--- config.mk ---
export PLATFORM = sky130hd
export DESIGN_NAME = branch_resolve_unit
export DESIGN_NICKNAME = d
export VERILOG_FILES = /design/src/rtl/branch_resolve_unit_pkg.sv /design/src/rtl/branch_resolve_unit_branch_cmp.sv /design/src/rtl/branch_resolve_unit.sv
export SDC_FILE = /design/constraint.sdc
export NUM_CORES = 1
export LEC_CHECK = 0
export ABC_CLOCK_PERIOD_IN_PS = 3490
export BUFFER_PORTS_ARGS = -buffer_cell sky130_fd_sc_hd__buf_2
export CAP_MARGIN = 10
export CORE_UTILIZATION = 30
export CTS_CLUSTER_SIZE = 30
export DETAILED_ROUTE_END_ITERATION = 16
export PLACE_DENSITY = 0.54
export SLEW_MARGIN = 10
export SYNTH_ARGS = -nofsm -noshare
export SYNTH_HDL_FRONTEND = slang
export SYNTH_SLANG_ARGS = --single-unit
--- constraint.sdc ---
create_clock -name clk -period 3.49 [get_ports clk]
set_input_delay 0.5235 -clock clk [delete_from_list [all_inputs] [get_ports clk]]
set_output_delay 0.5235 -clock clk [all_outputs]
set_load 0.03 [all_outputs]
--- src/rtl/branch_resolve_unit_pkg.sv ---
// -----------------------------------------------------------------------------
// branch_resolve_unit_pkg
//
// Purpose : Shared definitions for the branch prediction / resolution slice.
//           Holds the conditional-branch type codes carried from decode and
//           the 2-bit PHT counter encoding used by the gshare predictor.
//
// Contents:
//   BR_BEQ..BR_BGEZ   3-bit branch type codes (000..101); 110/111 reserved.
//   phtState_t        2-bit saturating counter states of the PHT.
//   brTypeValid()     true for a defined (non-reserved) branch type code.
// -----------------------------------------------------------------------------
package branch_resolve_unit_pkg;

    // Conditional branch type codes produced by the decoder.
    localparam logic [2:0] BR_BEQ  = 3'b000;
    localparam logic [2:0] BR_BNE  = 3'b001;
    localparam logic [2:0] BR_BLEZ = 3'b010;
    localparam logic [2:0] BR_BGTZ = 3'b011;
    localparam logic [2:0] BR_BLTZ = 3'b100;
    localparam logic [2:0] BR_BGEZ = 3'b101;

    // PHT 2-bit saturating counter states, shared with the predictor.
    typedef enum logic [1:0] {
        PHT_STRONG_NT = 2'b00,
        PHT_WEAK_NT   = 2'b01,
        PHT_WEAK_T    = 2'b10,
        PHT_STRONG_T  = 2'b11
    } phtState_t;

    // Codes 110 and 111 are reserved and never resolve taken.
    function automatic logic brTypeValid(input logic [2:0] brType);
        return (brType <= BR_BGEZ);
    endfunction

endpackage

--- src/rtl/branch_resolve_unit_branch_cmp.sv ---
// -----------------------------------------------------------------------------
// branch_cmp
//
// Purpose : Purely combinational branch direction comparator. Given the branch
//           type and the two source operands it decides taken / not-taken.
//           Kept separate so an early-resolve path in D can reuse it.
//
// Ports:
//   brType  in  3   branch type code (see package BR_* constants)
//   a       in  32  rs operand
//   b       in  32  rt operand (only used by BEQ/BNE)
//   take    out 1   branch resolves taken
// -----------------------------------------------------------------------------
module branch_cmp
    import branch_resolve_unit_pkg::*;
(
    input  logic [2:0]  brType,
    input  logic [31:0] a,
    input  logic [31:0] b,
    output logic        take
);

    logic aIsZero;
    logic aIsNeg;
    logic aEqB;

    assign aIsZero = (a == 32'd0);
    assign aIsNeg  = a[31];
    assign aEqB    = (a == b);

    always_comb begin
        take = 1'b0;
        if (brTypeValid(brType)) begin
            case (brType)
                BR_BEQ:  take = aEqB;
                BR_BNE:  take = ~aEqB;
                BR_BLEZ: take = aIsNeg | aIsZero;
                BR_BGTZ: take = ~aIsNeg & ~aIsZero;
                BR_BLTZ: take = aIsNeg;
                BR_BGEZ: take = ~aIsNeg;
                default: take = 1'b0;
            endcase
        end
    end

endmodule

--- src/rtl/branch_resolve_unit.sv ---
// -----------------------------------------------------------------------------
// branch_resolve_unit
//
// Purpose : Resolution-side companion to the gshare predictor. Carries the
//           decode-stage prediction into E, resolves direction and target
//           there, and registers the verdict into M. From M it drives the
//           predictor training interface, the fetch redirect and two
//           saturating performance counters.
//
// Parameters:
//   PHT_DEPTH  PHT index width, also the retired history width (>= 2)
//   CNT_W      performance counter width
//
// Ports:
//   clk, rst                 clock, synchronous active-low reset
//   stallE, flushE           hold / bubble the D->E register
//   flushM                   bubble the E->M register
//   branchD, brtypeD, pcD,
//   immD, pred_takeD         decode-stage branch and its prediction
//   srcaE, srcbE             forwarded operands for the branch in E
//   branchM, actual_takeM,
//   pred_takeM               resolved branch in M
//   redirectM, redirect_pcM  mispredict pulse and the correct fetch PC
//   update_PHT_index,
//   ghr_real                 predictor training index and retired history
//   branch_cnt, mispred_cnt  saturating performance counters
// -----------------------------------------------------------------------------
module branch_resolve_unit
    import branch_resolve_unit_pkg::*;
#(
    parameter int PHT_DEPTH = 10,
    parameter int CNT_W     = 32
) (
    input  logic                 clk,
    input  logic                 rst,
    input  logic                 stallE,
    input  logic                 flushE,
    input  logic                 flushM,
    input  logic                 branchD,
    input  logic [2:0]           brtypeD,
    input  logic [31:0]          pcD,
    input  logic [31:0]          immD,
    input  logic                 pred_takeD,
    input  logic [31:0]          srcaE,
    input  logic [31:0]          srcbE,
    output logic                 branchM,
    output logic                 actual_takeM,
    output logic                 pred_takeM,
    output logic                 redirectM,
    output logic [31:0]          redirect_pcM,
    output logic [PHT_DEPTH-1:0] update_PHT_index,
    output logic [PHT_DEPTH-1:0] ghr_real,
    output logic [CNT_W-1:0]     branch_cnt,
    output logic [CNT_W-1:0]     mispred_cnt
);

    localparam logic [CNT_W-1:0] CNT_ONE = {{(CNT_W-1){1'b0}}, 1'b1};
    localparam logic [CNT_W-1:0] CNT_MAX = {CNT_W{1'b1}};

    // ---------------------------------------------------------------- D->E
    logic        branchE;
    logic [2:0]  brTypeE;
    logic [31:0] pcE;
    logic [31:0] immE;
    logic        predTakeE;

    always_ff @(posedge clk) begin
        if (!rst || flushE) begin
            branchE   <= 1'b0;
            brTypeE   <= 3'b000;
            pcE       <= 32'd0;
            immE      <= 32'd0;
            predTakeE <= 1'b0;
        end else if (!stallE) begin
            branchE   <= branchD;
            brTypeE   <= brtypeD;
            pcE       <= pcD;
            immE      <= immD;
            predTakeE <= pred_takeD;
        end
    end

    // ---------------------------------------------------------- E evaluate
    logic        actualTakeE;
    logic [31:0] targetE;
    logic [31:0] fallThroughE;
    logic [31:0] redirectPcE;

    branch_cmp uCmp (
        .brType (brTypeE),
        .a      (srcaE),
        .b      (srcbE),
        .take   (actualTakeE)
    );

    // Both adds wrap modulo 2^32; the fall-through skips the delay slot.
    assign targetE      = pcE + 32'd4 + (immE << 2);
    assign fallThroughE = pcE + 32'd8;
    assign redirectPcE  = actualTakeE ? targetE : fallThroughE;

    // ---------------------------------------------------------------- E->M
    // Only the PC bits that feed the PHT index are carried into M; the rest
    // of the PC has already been folded into redirect_pcM.
    logic [PHT_DEPTH-1:0] pcIdxM;

    always_ff @(posedge clk) begin
        if (!rst || flushM || !branchE) begin
            branchM      <= 1'b0;
            actual_takeM <= 1'b0;
            pred_takeM   <= 1'b0;
            redirect_pcM <= 32'd0;
            pcIdxM       <= '0;
        end else begin
            branchM      <= 1'b1;
            actual_takeM <= actualTakeE;
            pred_takeM   <= predTakeE;
            redirect_pcM <= redirectPcE;
            pcIdxM       <= pcE[PHT_DEPTH+1:2];
        end
    end

    // ------------------------------------------------------------ M outputs
    assign redirectM        = branchM & (actual_takeM ^ pred_takeM);
    // Index uses the history before this branch shifts into it.
    assign update_PHT_index = pcIdxM ^ ghr_real;

    // ------------------------------------------------------ retired history
    always_ff @(posedge clk) begin
        if (!rst) begin
            ghr_real <= '0;
        end else if (branchM) begin
            ghr_real <= {ghr_real[PHT_DEPTH-2:0], actual_takeM};
        end
    end

    // ---------------------------------------------------- perf counters
    always_ff @(posedge clk) begin
        if (!rst) begin
            branch_cnt  <= '0;
            mispred_cnt <= '0;
        end else begin
            if (branchM && (branch_cnt != CNT_MAX)) begin
                branch_cnt <= branch_cnt + CNT_ONE;
            end
            if (redirectM && (mispred_cnt != CNT_MAX)) begin
                mispred_cnt <= mispred_cnt + CNT_ONE;
            end
        end
    end

endmodule

== Word level (Yosys, flattened, before mapping) ==
Cells that the tools add are included.
Widths: inputs -> output; s select.
Word-level totals
  output and inout bits: 120
  register bits: 186
Operators by class
  reductions and logical operators: 9
  add/sub/neg operators: 5
  multiplexer cells: 4
  bitwise logic cells: 8
  order comparisons: 1
  equal/unequal tests: 8
Operator list (count)
  $add 32x1->32 const B: 2
  $ne 32x32->1 const B: 2
  $add 32x3->32 const B: 1
  $add 32x32->32: 1
  $add 32x4->32 const B: 1
  $eq 32x32->1: 1
  $logic_not 32->1: 1
  $mux 32: 1
  $xor 10x10->10: 1
  $eq 3x2->1 const B: 2
  $eq 3x3->1 const B: 2
  $pmux 1 s6: 1
  $eq 3x1->1 const B: 1
  $le 3x3->1 const B: 1
  $logic_not 3->1: 1
  $logic_or 1x1->1: 3
  $not 1->1: 3
  $and 1x1->1: 2
  $logic_and 1x1->1: 2
  $logic_not 1->1: 2
  $mux 1: 2
  $or 1x1->1: 1
  $xor 1x1->1: 1

== Logic depth before layout (Yosys ltp) ==
  depth in word-level cells: 6
  mapped depth: 14
  gate-level depth less buffers: 14

== Cells and area by module ==
From an unflattened synthesis, not the netlist that was laid out.
Second synthesis, totals
  cell total of the unflattened synthesis: 1148
  area, all modules: 10193.5 um^2
Modules (own cells, without submodules)
  branch_resolve_unit: area each 9718.1 um^2, instances 1, sequential area each 3723.6 um^2, cells an instance 1086
  branch_cmp: area each 475.5 um^2, instances 1, sequential area each 0.0 um^2, cells an instance 62

== Least setup slack after synthesis ==
OpenSTA, ideal clock, no wires.
  kind: reg2reg
  start: reg pcE[3]
  end: reg redirect_pcM[31]
  slack: 0.334 ns
  period minus slack after synthesis: 3.156 ns
  setup time: 0.095 ns
  required time: 3.395 ns
  stages on the path, launching flop included: 13
  data arrival time: 3.061 ns
  path through: dfxtp_1 > ha_1 > ha_1 > fa_1 > a211oi_2 > o211ai_1 > a21oi_1 > nor4b_1 > nor4b_2 > o21ai_1 > a31o_2 > or4b_1 > o311ai_1
Between the ends
  longest elaborated chain between the ends: 3
  elaborated cells on any way between the ends: 4
RTL lines
  from (decl): RTL line branch_resolve_unit.sv:63  | logic [31:0] pcE;
  from (signal assigned): RTL line branch_resolve_unit.sv:77  | pcE <= pcD;
  $add 32x3->32: RTL line branch_resolve_unit.sv:97  | assign targetE = pcE + 32'd4 + (immE << 2);
  $add 32x32->32: RTL line branch_resolve_unit.sv:97
  $mux 32 *: RTL line branch_resolve_unit.sv:99  | assign redirectPcE = actualTakeE ? targetE : fallThroughE;
  to (signal assigned): RTL line branch_resolve_unit.sv:117  | redirect_pcM <= redirectPcE;
  to (decl): RTL line branch_resolve_unit.sv:50  | output logic [31:0] redirect_pcM,
Every way passes the cells marked *; elsewhere a longest branch is shown, timed or not.
A chain may end at the register's enable or synchronous reset.

== Final worst setup path ==
Same ends and word-level chain as after synthesis.

==> impl_metrics.env <==
export IMPL_status="completed"
export IMPL_routed_wl_um=26180
export IMPL_drv_slew=0
export IMPL_stdcell_area_mm2=0.01238
export IMPL_leakagePower_nw=5.855
export IMPL_async_flop_share_pct=0
export IMPL_ir_drop_mv=0.3520
export IMPL_yosys_top_cells_count="dfxtp_1 (186), nor2_1 (131), xor2_1 (91), mux2i_1 (81), and2_1 (64)"
export IMPL_cts_sinks=186
export IMPL_route_detailed_drc=0
export IMPL_grt_max_degree=77
export IMPL_vias=8329
export IMPL_crit_buf_inv=1
export IMPL_synth_most_common_cell="dfxtp_1"
export IMPL_cts_inserted_buffers=17
export IMPL_area_growth_pct=25.64
export IMPL_syn_inst=1077
export IMPL_wl_per_cell_um=14.64
export IMPL_worstPathRequired_ns=3.86
export IMPL_ys_types=60
export IMPL_cts_htree_levels=4
export IMPL_relSlewSlack_pct=56.55
export IMPL_io_pins=258
export IMPL_syn_num_nets=1276
export IMPL_muxShareOfSynthArea_pct=8.225
export IMPL_fin_worst_skew_ns=0.01288
export IMPL_antenna_found_initial=2
export IMPL_ys_seq_elements=186
export IMPL_cp_depth=13
export IMPL_reg2reg_from="pcE[3]"
export IMPL_crit_start="pcE[3]"
export IMPL_cap_violations=0
export IMPL_fin_crit_ns=3.373
export IMPL_drive_above_1_share_pct=24.85
export IMPL_coreArea_mm2=0.03245
export IMPL_hold_class="primary input to flip-flop"
export IMPL_power_density_mw_per_mm2=370.4
export IMPL_setup_viol=0
export IMPL_yosys_top_cells_area="dfxtp_1 (38%), mux2i_1 (8.2%), xor2_1 (8.1%), ha_1 (7.6%), nor2_1 (5.0%)"
export IMPL_viasPerCell=4.658
export IMPL_synthXorXnorAreaFrac_pct=12.88
export IMPL_start_util_pct=30.37
export IMPL_placementRows=66
export IMPL_reg2reg_depth=13
export IMPL_grt_overflow=0
export IMPL_die_area_mm2=0.03359
export IMPL_dieHeight_um=183.3
export IMPL_fin_nets=1530
export IMPL_synth_seq_area_share_pct=37.78
export IMPL_critPathCapture="redirect_pcM[31]"
export IMPL_cp_start_kind="flip-flop"
export IMPL_grt_util_all_layers_pct=15.54
export IMPL_cp_top_family="compound AO/OA/AOI/OAI gates"
export IMPL_r2r_end="redirect_pcM[31]"
export IMPL_synth_top_family_by_area="simple AND/OR/NAND/NOR gates"
export IMPL_filler_cell_count=3349
export IMPL_r2r_slack_ns=0.12
export IMPL_cts_root_buffer="clkbuf_16"
export IMPL_worst_path_max_fanout=2
export IMPL_synth_compound_area_share_pct=9.051
export IMPL_hold_viol=0
export IMPL_dp_hpwl_um=19890
export IMPL_cts_tree="built"
export IMPL_finalCritPeriodShare_pct=96.64
export IMPL_grt_pass1_wl_um=41060
export IMPL_cp_slowest_cell="or4b_4"
export IMPL_synth_warning_count=0
export IMPL_avgSynthCellArea_um2=9.152
export IMPL_max_stage_delay_ns=0.51
export IMPL_cts_max_path_buffers=2
export IMPL_finalSetupTns_ns=0
export IMPL_synth_edff_count=0
export IMPL_routabilityCongestion=0.8013
export IMPL_drt_iter0_markers=344
export IMPL_worst_path_most_repeated_cell="ha_4"
export IMPL_ant_nets=0
export IMPL_synth_top_area_cell="dfxtp_1"
export IMPL_dr_pass1_iters=4
export IMPL_hold_ws_ns=0.2994
export IMPL_crit_chain="ha_4 > ha_4 > fa_2 > a211oi_2 > o211ai_1 > a21oi_1 > buf_4 > nor4b_1 > nor4b_2 > o21ai_1 > a31o_2 > or4b_4 > o311ai_2"
export IMPL_synth_adder_area_share_pct=7.819
export IMPL_fmax_mhz=296.5
export IMPL_synth_simple_gate_area_share_pct=22.05
export IMPL_synth_flop_cell="dfxtp_1"
export IMPL_worstSetupPathType="flip-flop to flip-flop"
export IMPL_clk_pin_slew_worst_paths_ns=0.07
export IMPL_die_w_um=183.3
export IMPL_finish_utilization_pct=38.16
export IMPL_dpl_cell_area_mm2=0.01173
export IMPL_worstMarginPinSlew_ns=0.6517
export IMPL_critPathCaptureType="flip-flop"
export IMPL_cp_arrival_ns=3.74
export IMPL_syn_area_mm2=0.009857
export IMPL_whs_path_depth=3
export IMPL_io_buffers=255
export IMPL_synth_top_area_share_pct=37.78
export IMPL_clk_latency_ns=0.45
export IMPL_grt_pass1_vias=7734
layer usage:
metal,up-vias,track usage [%],part of all wire (%)
met5,-,0,0
met4,0,4.233,1.0
met3,17,3.713,5.6
met2,192,24.38,45
met1,3857,21.16,48
li1,4263,-,-
worst reg2reg max path, stage by stage, from the launching register on:
cell and delay (ns):
dfxtp_1 0.37, ha_4 0.22, ha_4 0.16, fa_2 0.39
a211oi_2 0.27, o211ai_1 0.17, a21oi_1 0.17, buf_4 0.13
nor4b_1 0.06, nor4b_2 0.36, o21ai_1 0.13, a31o_2 0.26
or4b_4 0.51, o311ai_2 0.08
how the worst min path moves through the flow:
stage / endpoint / start
after global routing: immE[13] / immD[13]
final: immE[19] / immD[19]
after CTS: pcE[17] / pcD[17]
after global placement: redirect_pcM[1] / pcE[1]
after detailed placement: redirect_pcM[1] / pcE[1]
after floorplan: pred_takeM / predTakeE
layout make-up:
class	instances	area, um2	area share [%]
Inverter	13	48.80	0.3940
Clock buffer	19	442.9	3.576
Antenna cell	2	5.005	0.04041
Clock inverter	13	153.9	1.243
Tap cell	442	553.0	4.466
Sequential cell	186	3727	30.10
Timing Repair Buffer	277	1481	11.96
Multi-Input combinational cell	836	5972	48.22
per-stage QoR:
step                      setup slack [ns]  cells  power [mW]
after floorplan                     0.3335   1077       2.450
after global placement              0.1624   1753       2.612
after CTS                           0.1194   1785       4.663
final                               0.1173   1788       4.588
after detailed placement            0.1484   1753       2.615
after global routing             -0.009826   1786       4.793
cell families (layout without fill, tap and decap cells):
logic type,Yosys count,after routing
flops,186,186
compound gates,132,132
fa+ha+maj,61,61
buf+inv,55,322
simple gates,417,417
mux,81,81
other cells,0,2
xor+xnor,145,145
what timing repair did:
| action | in CTS | in global routing |
|---|---|---|
| endpoints found under the setup margin | 0 | 1 |
| hold buffers | 0 | 0 |
| setup buffers | 0 | 1 |
| gates resized for setup | 0 | 11 |
power breakdown:
group / switching, mW / internal [mW]
logic: 0.208 / 0.185
clock network: 0.927 / 1.09
registers: 0.0250 / 2.15
flip-flops by register name, summed over array words and instances, names as in the netlist, 3 cells and up:
register and count:
branch_cnt 32, mispred_cnt 32, pcE 32, redirect_pcM 32
immE 30, ghr_real 10, pcIdxM 10, brTypeE 3
cell usage in the layout, fill, tap and decap left out, drive strengths merged, types with 11 or more instances in the layout:
| master | synthesis | final |
|---|---|---|
| buf | 13 | 277 |
| dfxtp | 186 | 186 |
| nor2 | 132 | 132 |
| xor2 | 91 | 91 |
| mux2i | 81 | 81 |
| and2 | 64 | 64 |
| ha | 60 | 60 |
| nand2 | 59 | 59 |
| xnor2 | 54 | 54 |
| a21oi | 34 | 34 |
| nand3 | 29 | 29 |
| o21ai | 26 | 26 |
| nand4 | 24 | 24 |
| and3 | 21 | 21 |
| a211oi | 21 | 21 |
| inv | 13 | 20 |
| nor4 | 19 | 19 |
| clkbuf | 29 | 19 |
| or3 | 17 | 17 |
| nor2b | 16 | 16 |
| a21boi | 16 | 16 |
| and4 | 12 | 12 |
| nor3 | 11 | 11 |
No activity file was read; power rests on OpenSTA's default activity.
